===== config.mk =====
export PLATFORM = sky130hd
export DESIGN_NAME = gpio_scan_gen
export DESIGN_NICKNAME = d
export VERILOG_FILES = /design/src/rtl/gpio_scan_pkg.sv /design/src/rtl/gpio_pattern_decode.sv /design/src/rtl/gpio_scan_gen.sv
export SDC_FILE = /design/constraint.sdc
export NUM_CORES = 1
export LEC_CHECK = 0
export CAP_MARGIN = 0
export CORE_MARGIN = 1.5
export CORE_UTILIZATION = 40
export DETAILED_ROUTE_END_ITERATION = 8
export DONT_BUFFER_PORTS = 1
export PLACE_DENSITY = 0.64
export SLEW_MARGIN = 20
export SYNTH_ARGS = -nofsm -noshare
export SYNTH_HDL_FRONTEND = slang
export SYNTH_SLANG_ARGS = --single-unit

===== constraint.sdc =====
create_clock -name clk_i -period 8.59 [get_ports clk_i]
set_input_delay 1.718 -clock clk_i [delete_from_list [all_inputs] [get_ports clk_i]]
set_output_delay 1.718 -clock clk_i [all_outputs]
set_load 0.05 [all_outputs]

===== src/rtl/gpio_scan_pkg.sv =====
// rtl/gpio_scan_pkg.sv - shared types for the GPIO scan pattern generator
package gpio_scan_pkg;

    typedef enum logic [1:0] {
        MODE_WALK1      = 2'd0,
        MODE_WALK0      = 2'd1,
        MODE_TOGGLE_ALL = 2'd2,
        MODE_CHECKER    = 2'd3
    } mode_t;

    typedef enum logic [1:0] {
        ST_IDLE  = 2'd0,
        ST_RUN   = 2'd1,
        ST_PAUSE = 2'd2
    } state_t;

endpackage


===== src/rtl/gpio_pattern_decode.sv =====
// rtl/gpio_pattern_decode.sv - combinational map from (index, mode) to pin pattern
module gpio_pattern_decode
    import gpio_scan_pkg::*;
#(
    parameter int NUM_PINS = 48,
    parameter int IDX_W    = $clog2(NUM_PINS)
) (
    input  logic [IDX_W-1:0]    index,
    input  mode_t               mode,
    output logic [NUM_PINS-1:0] pattern
);

    always_comb begin
        pattern = '0;
        for (int k = 0; k < NUM_PINS; k++) begin
            unique case (mode)
                MODE_WALK1:      pattern[k] = (k == int'(index));
                MODE_WALK0:      pattern[k] = (k != int'(index));
                MODE_TOGGLE_ALL: pattern[k] = index[0];
                MODE_CHECKER:    pattern[k] = ((k % 2) != 0) ^ index[0];
            endcase
        end
    end

endmodule


===== src/rtl/gpio_scan_gen.sv =====
// rtl/gpio_scan_gen.sv - GPIO scan generator: IDLE/RUN/PAUSE FSM with dwell timing
module gpio_scan_gen
    import gpio_scan_pkg::*;
#(
    parameter int NUM_PINS   = 48,
    parameter int DWELL_BITS = 24
) (
    input  logic                         clk_i,
    input  logic                         rst_ni,
    input  logic                         enable_i,
    input  logic                         clear_i,
    input  logic                         step_i,
    input  logic [1:0]                   mode_i,
    input  logic [DWELL_BITS-1:0]        dwell_i,
    output logic [NUM_PINS-1:0]          pins_o,
    output logic [$clog2(NUM_PINS)-1:0]  index_o,
    output logic                         wrap_o,
    output logic                         busy_o
);

    localparam int IDX_W = $clog2(NUM_PINS);
    localparam logic [IDX_W-1:0] LAST_IDX = IDX_W'(NUM_PINS - 1);

    state_t                state, state_n;
    mode_t                 mode_q, mode_n;
    logic [IDX_W-1:0]      index, index_n;
    logic [DWELL_BITS-1:0] dwell_cnt, dwell_n, dwell_load;
    logic                  advance, wrap_n;
    logic [NUM_PINS-1:0]   pattern, pins_n;

    // Counter holds remaining cycles minus one, so dwell 0 and 1 both give one-cycle steps
    assign dwell_load = (dwell_i == '0) ? '0 : dwell_i - DWELL_BITS'(1);

    always_comb begin
        state_n = state;
        mode_n  = mode_q;
        index_n = index;
        dwell_n = dwell_cnt;
        advance = 1'b0;
        if (clear_i) begin
            state_n = ST_IDLE;
            index_n = '0;
            dwell_n = '0;
        end else begin
            case (state)
                ST_IDLE: if (enable_i) begin
                    state_n = ST_RUN;
                    mode_n  = mode_t'(mode_i);
                    index_n = '0;
                    dwell_n = dwell_load;
                end
                ST_RUN: if (!enable_i) begin
                    state_n = ST_PAUSE;
                end else if (dwell_cnt == '0) begin
                    advance = 1'b1;
                    dwell_n = dwell_load;
                end else begin
                    dwell_n = dwell_cnt - DWELL_BITS'(1);
                end
                ST_PAUSE: if (enable_i) begin
                    state_n = ST_RUN;
                    dwell_n = dwell_load;
                end else if (step_i) begin
                    advance = 1'b1;
                end
                default: begin
                    state_n = ST_IDLE;
                    index_n = '0;
                end
            endcase
        end
        if (advance) index_n = (index == LAST_IDX) ? '0 : index + IDX_W'(1);
        wrap_n = advance && (index == LAST_IDX);
    end

    // Decoding the next index lets pins and index change on the same edge
    gpio_pattern_decode #(
        .NUM_PINS (NUM_PINS),
        .IDX_W    (IDX_W)
    ) u_decode (
        .index   (index_n),
        .mode    (mode_n),
        .pattern (pattern)
    );

    assign pins_n = (state_n == ST_IDLE) ? '0 : pattern;

    always_ff @(posedge clk_i or negedge rst_ni) begin
        if (!rst_ni) begin
            state     <= ST_IDLE;
            mode_q    <= MODE_WALK1;
            index     <= '0;
            dwell_cnt <= '0;
            pins_o    <= '0;
            wrap_o    <= 1'b0;
        end else begin
            state     <= state_n;
            mode_q    <= mode_n;
            index     <= index_n;
            dwell_cnt <= dwell_n;
            pins_o    <= pins_n;
            wrap_o    <= wrap_n;
        end
    end

    assign index_o = index;
    assign busy_o  = (state != ST_IDLE);

endmodule

==> results of run 1 <==
kinds of logic after synthesis:
family / synth area share [%]
adders and majority gates: 2.077
buffers and inverters: 4.176
DFF: 38.30
AOI/OAI and AO/OA: 28.87
and+or+nand+nor: 22.22
xor gates and xnor gates: 3.553
muxes: 0.8075
metal layers:
metal | global-route usage, % | share of wire, % | vias to the layer above
li1 | - | - | 2242
met1 | 27.44 | 45 | 2282
met2 | 31.07 | 45 | 188
met3 | 6.944 | 7.7 | 29
met4 | 8.259 | 2.6 | 0
met5 | 0 | 0 | -
layout by cell type, fill, tap and decap left out, types with 3 or more instances in the layout:
master | netlist | layout
dfrtp_1 | 83 | 83
nor2_1 | 80 | 80
a21oi_1 | 47 | 47
nand2_1 | 34 | 34
o21ai_0 | 34 | 34
a211oi_1 | 33 | 33
nor3_1 | 25 | 25
a311oi_1 | 20 | 20
xor2_1 | 15 | 15
inv_1 | 11 | 11
nor4_1 | 11 | 11
nand3_1 | 11 | 11
ha_1 | 9 | 9
clkbuf_16 | 0 | 9
a22oi_1 | 8 | 8
and3_1 | 7 | 7
o22ai_1 | 8 | 7
xnor2_1 | 7 | 7
a211oi_2 | 7 | 7
or4_1 | 6 | 6
nor2b_1 | 5 | 5
a31oi_1 | 5 | 5
a21oi_2 | 5 | 5
a21o_1 | 5 | 5
o31ai_1 | 5 | 5
nand2b_1 | 4 | 4
nand4_1 | 4 | 4
and2_1 | 4 | 4
or3_1 | 4 | 4
nor2_4 | 3 | 3
nor3_2 | 3 | 3
mux2i_1 | 3 | 3
o21ai_2 | 2 | 3
or2_2 | 3 | 3
a31oi_4 | 3 | 3
o221ai_1 | 3 | 3
inv_6 | 0 | 3
buf_4 | 1 | 3
final cells by class:
cell class	instances	area, µm²	area share [%]
Clock buffer	10	229.0	3.966
Clock inverter	6	46.29	0.8019
Inverter	13	48.80	0.8453
Multi-Input combinational cell	470	3129	54.20
Sequential cell	83	2077	35.98
Tap cell	176	220.2	3.814
Timing Repair Buffer	3	22.52	0.3901
per-stage QoR:
| stage | worst slack, ns | hold WS, ns | power, W | area (µm²) |
|---|---|---|---|---|
| 2_1_floorplan | 4.815 | 0.4998 | 0.0008645 | 5423 |
| 6_report | 4.671 | 0.5380 | 0.001300 | 5773 |
| 4_1_cts | 4.366 | 0.5362 | 0.001300 | 5763 |
| 3_5_place_dp | 4.048 | 0.5294 | 0.0009323 | 5488 |
| 5_1_grt | 4.450 | 0.5679 | 0.001364 | 5773 |
| 3_3_place_gp | 4.084 | 0.5262 | 0.0009227 | 5488 |
power breakdown:
group          switching (W)  internal (W)  total [W]
Clock               0.000170      0.000199   0.000369
Combinational       0.000201      0.000105   0.000306
Sequential          0.000178      0.000447   0.000625
Total               0.000550      0.000750    0.00130
worst max-delay path: stages:
cell	delay, ns
nor4bb_1	0.48
nand4bb_4	0.20
o21ba_4	0.29
nor2_4	0.34
nand4_4	0.32
a21oi_1	0.39
a21oi_1	0.11
a311oi_1	0.31
registers in the layout (all words and copies together), names as in the netlist:
signal / cells
pins_o: 48
state: 2
wrap_o: 1
dwell_cnt: 24
index_o: 6
mode_q: 2
worst min path at each step:
| stage | from | slack, ns | to |
|---|---|---|---|
| finish | dwell_cnt[7] | 0.54 | dwell_cnt[7] |
| global route | dwell_cnt[11] | 0.57 | dwell_cnt[11] |
| CTS | dwell_cnt[7] | 0.54 | dwell_cnt[7] |
| detailed placement | dwell_cnt[7] | 0.53 | dwell_cnt[7] |
| global placement | dwell_cnt[23] | 0.53 | dwell_cnt[23] |
| floorplan | dwell_cnt[11] | 0.50 | dwell_cnt[11] |
==> impl_results.md, run 1 <==
- Max_slew headroom: between 30% and 40%
- CTS Hold Bufs: 0
- Outcome: finished clean
- Core Area: roughly 13000 µm²
- Slew Limit Fails: 0
- DR vias/cell: 6.230
- Hold Fails Final Rpt: 0
- Post-Layout Cell Count: 761
- Num CTS Buffers: 9
- Port buffer count: 0
- R2R setup slack: 5.07 ns
- Main synth FF type: dfrtp_1
- Post-synth EDFFs: 0
- Synth top cells by count: dfrtp_1 (83), nor2_1 (80), a21oi_1 (47)
- End point of the critical path: pins_o[38]
- Die height: about 120 µm
- Largest net degree at the start of global routing: 84
- Placed insts: 745
- Clock-pin slew on the worst setup and hold paths: 0.07 ns
- Starting Density: between 40% and 50%
- Die footprint: 14260 µm²
- Data required, critical path: 8.84 ns
- Antenna cells: 0
- Fillers: 1332
- Global-route wire length before repair: 23340 µm
- GR Overflow Total: 0
- Min Tclk post-route: 3.919 ns
- CTS tree: done
- Cell row count: 42
- Syn_nets: 643
- Peak supply drop: around 96 µV
- Synth area leader: dfrtp_1
- Post-route ant nets: 0
- Routed via count: between 4k and 5k
- Avg Inst Size Synth: about 9.0 µm²
- Residual DRC count: 0
- DR pass1 iterations: 5
- Share of layout cells above drive strength 1: 11.28%
- CTS sink cnt: a little over 80
- Number of synthesized register bits: 83
- Layout area overhead: 6.461%
- Synth warn: 0
- Setup bufs post-CTS: 0
- Reg2Reg Depth: 8
- Type of the worst min-delay path: reg2reg
- Iteration-0 DRC Markers: ~640
- Ys async rst share: between 90% and 100%
- Most frequent cell after synthesis: dfrtp_1
- CTS Root Cell: clkbuf_16
- Util after Layout: 43.59%
- Post-synth top area share: a little under two fifths
- Setup violators final: 0
- Worst r2r src: dwell_cnt[10]
- Netlist Area Pre-Place: 5423 µm²
- CP Capture Type: flip-flop
- Worst Hold Path Cells: 2
- Part of the cycle the worst path needs: between 40 and 50%
- Routed WL: 14410 µm
- Clk_lat worst skew: roughly 0.35 ns
- Max cap viols: 0
- # nets final: 620
- Clk buf depth: 2
- Post-CTS sizing: 0
- RR Endpoint: dwell_cnt[22]
- Routed length per placed instance: ~19 µm
- Unrepaired setup endpoints after global routing: false
- Post-Syn Instances: 603
- Die span in x: roughly 120 µm
- CTS HTree Levels: 3
- Synth top area cells: dfrtp_1 (38%), nor2_1 (5.5%), a211oi_1 (4.6%), a21oi_1 (4.3%), a311oi_1 (3.2%)
- Clock skew: 0.01176 ns
- Detailed placement HPWL: 10180 µm
- LEAKAGE: 2.334 nW
- # IOs: 87
- CP Launch Type: input pin
- Fmax: 0.2552 GHz
- Worst-Margin Slew: 1.021 ns
- Tot GR Track Use: 20.68%
- Post-route setup TNS: 0 ns
- Initial antenna violation count: 0
- PwrDens: approximately 230 nW/µm²
- Vias in the first global route: 4402
- Worst Path Arrival: 4.17 ns
- Critical Setup Path Class: in2reg
- Gpl congestion: 0.8736
- Seq/Total Area, Yosys: roughly two fifths
- Start point of the critical path: enable_i
- Crit path max fanout: 11
- Post-synth cell types: 82
No activity file was read; power rests on OpenSTA's default activity.
==> run 2, diff against run 1 <==
--- a/config.mk
+++ b/config.mk
@@ -10,7 +10,7 @@
 export CORE_UTILIZATION = 40
 export DETAILED_ROUTE_END_ITERATION = 8
 export DONT_BUFFER_PORTS = 1
-export PLACE_DENSITY = 0.64
+export PLACE_DENSITY = 0.66
 export SLEW_MARGIN = 20
 export SYNTH_ARGS = -nofsm -noshare
 export SYNTH_HDL_FRONTEND = slang
==> constraint.sdc (replaced) <==
create_clock -name clk_i -period 3.45 [get_ports clk_i]
set_input_delay 0.69 -clock clk_i [delete_from_list [all_inputs] [get_ports clk_i]]
set_output_delay 0.69 -clock clk_i [all_outputs]
set_load 0.05 [all_outputs]
==> run 2 against run 1 <==
Effect of this change:
- count of clock-buffer cells in the layout rose by 1
- final cell count is 2.1% higher
- die area did not move
- routed wire length is 0.10% higher
- sequential power up 150%
- core utilization grew 0.99 points
- worst hold slack lost 0.50 ns
- power is 150% higher
==> impl_results.md, run 2 (synthesis results as in run 1) <==
- PwrDens: about 550 nW/µm²
- Setup violators final: 0
- Tot GR Track Use: roughly a fifth
- Core Area: ~13000 µm²
- CTS Root Cell: clkbuf_16
- Cell row count: 42
- Max_slew headroom: about half
- Part of the cycle the worst path needs: roughly 92%
- Slew Limit Fails: 0
- Die span in x: 119.4 µm
- Die footprint: ~14000 µm²
- Routed WL: 14420 µm
- Gpl congestion: 0.8923
- End point of the critical path: pins_o[24]
- Starting Density: between 40% and 50%
- R2R setup slack: about 0.27 ns
- CP Capture Type: flip-flop
- Reg2Reg Depth: 8
- Start point of the critical path: dwell_cnt[10]
- RR Endpoint: pins_o[24]
- Max cap viols: 0
- Global-route wire length before repair: 23450 µm
- Routed via count: 4733
- Vias in the first global route: 4518
- Unrepaired setup endpoints after global routing: false
- Residual DRC count: 0
- DR vias/cell: 6.091
- LEAKAGE: 2.422 nW
- Die height: 119.4 µm
- Clk_lat worst skew: about 0.35 ns
- CTS HTree Levels: 3
- Fillers: 1298
- Commonest non-fill, non-tap cells in the layout: dfrtp_1 (83), nor2_1 (80), a21oi_1 (47), nand2_1 (34), o21ai_0 (34)
- Clock skew: 0.01193 ns
- Antenna cells: 0
- Share of layout cells above drive strength 1: 13.48%
- Crit path max fanout: 10
- CP Launch Type: flip-flop
- Hold Fails Final Rpt: 0
- Peak supply drop: 239.5 µV
- Post-route setup TNS: 0 ns
- Port buffer count: 0
- Worst r2r src: dwell_cnt[10]
- Util after Layout: 44.59%
- Clk buf depth: 2
- Critical path, cell by cell: or4_1 -> nand4bb_4 -> o21bai_4 -> nand2_2 -> o31a_1 -> nor2_4 -> a21oi_1 -> a311oi_1
- Routed length per placed instance: 18.56 µm
- Largest Register: pins_o
- Iteration-0 DRC Markers: 437
- Post-route ant nets: 0
- Data required, critical path: 3.68 ns
- Placed insts: 761
- Min Tclk post-route: 3.178 ns
- Crit-path max cell delay: between 0.6 and 0.7 ns
- Critical Setup Path Class: reg2reg
- CTS tree: done
- # IOs: 87
- CTS sink cnt: 83
- Max reg flops: 48
- Outcome: finished clean
- # nets final: 636
- Type of the worst min-delay path: in2async
- DR pass1 iterations: 5
- Fmax: roughly 0.31 GHz
- Most common cell after layout, fill and taps aside: dfrtp_1
- Layout area overhead: 8.883%
- Num CTS Buffers: 9
- Initial antenna violation count: 0
- Detailed placement HPWL: 10400 µm
- Worst Path Arrival: 3.40 ns
- Clock-pin slew on the worst setup and hold paths: 0.06 ns
- GR Overflow Total: 0
- Worst-Margin Slew: approximately 0.76 ns
- Post-Layout Cell Count: a little under 800
- Setup bufs post-CTS: 0
- Largest net degree at the start of global routing: 84
- Slowest-stage cell, CP: or4_1
## run 2: changes by cell type in the layout (fill, tap and decap cells not counted), moves of 2 or more
| cell | previous run | this run |
|---|---|---|
| buf_4 | 3 | 19 |
| clkinv_4 | 0 | 2 |
| clkinvlp_4 | 2 | 0 |
| inv_6 | 3 | 1 |
## run 2: routing by layer
metal,part of all wire [%],wire [µm],track usage (%)
met2,46,6610,31.43
met3,5.2,747,4.262
met4,2.1,304,8.482
met5,0,0,0
met1,47,6757,28.65
## run 2: critical path: cells and delay by family (launching register included)
kind,cells,cell delay (ns)
and+or+nand+nor,4,1.40
DFF,1,0.41
AOI/OAI and AO/OA,4,1.23
## run 2: where the power goes
| group | internal (W) | total [W] | switching, W |
|---|---|---|---|
| Combinational | 0.000276 | 0.000775 | 0.000499 |
| Sequential | 0.00111 | 0.00156 | 0.000442 |
| Clock | 0.000510 | 0.000904 | 0.000395 |
## run 2: worst min path at each step
stage	cells past startpoint	from	end	slack, ns
3_5_place_dp	0	rst_ni	dwell_cnt[22]	0.40
6_report	0	rst_ni	pins_o[23]	0.04
4_1_cts	0	rst_ni	dwell_cnt[21]	0.02
2_1_floorplan	0	rst_ni	dwell_cnt[0]	0.39
5_1_grt	0	rst_ni	pins_o[23]	0.02
3_3_place_gp	0	rst_ni	pins_o[23]	0.40
## run 2: area by class of cell
type                    instances  area, µm²  area share (%)
clock buffers                  11      242.7           4.111
clock inverters                 5      36.28          0.6145
inverters                      13      48.80          0.8264
flip-flops and latches         83       2077           35.18
multi-input cells             470       3137           53.13
repair buffers                 19      142.6           2.416
well taps                     176      220.2           3.730
## run 2: timing repair
action / CTS / global route
resized for setup: 0 / 2
hold endpoints to repair: 0 / 0
endpoints found under the setup margin: 0 / 8
hold buffers: 0 / 0
## run 2: through the flow
stage	area (µm²)	worst slack, ns	hold WS (ns)	total power (W)
2_1_floorplan	5423	0.6085	0.3944	0.002152
3_3_place_gp	5608	0.3642	0.4003	0.002310
3_5_place_dp	5608	0.3115	0.3984	0.002336
4_1_cts	5887	0.2673	0.01970	0.003254
5_1_grt	5904	0.02327	0.02293	0.003407
6_report	5904	0.2723	0.04006	0.003235
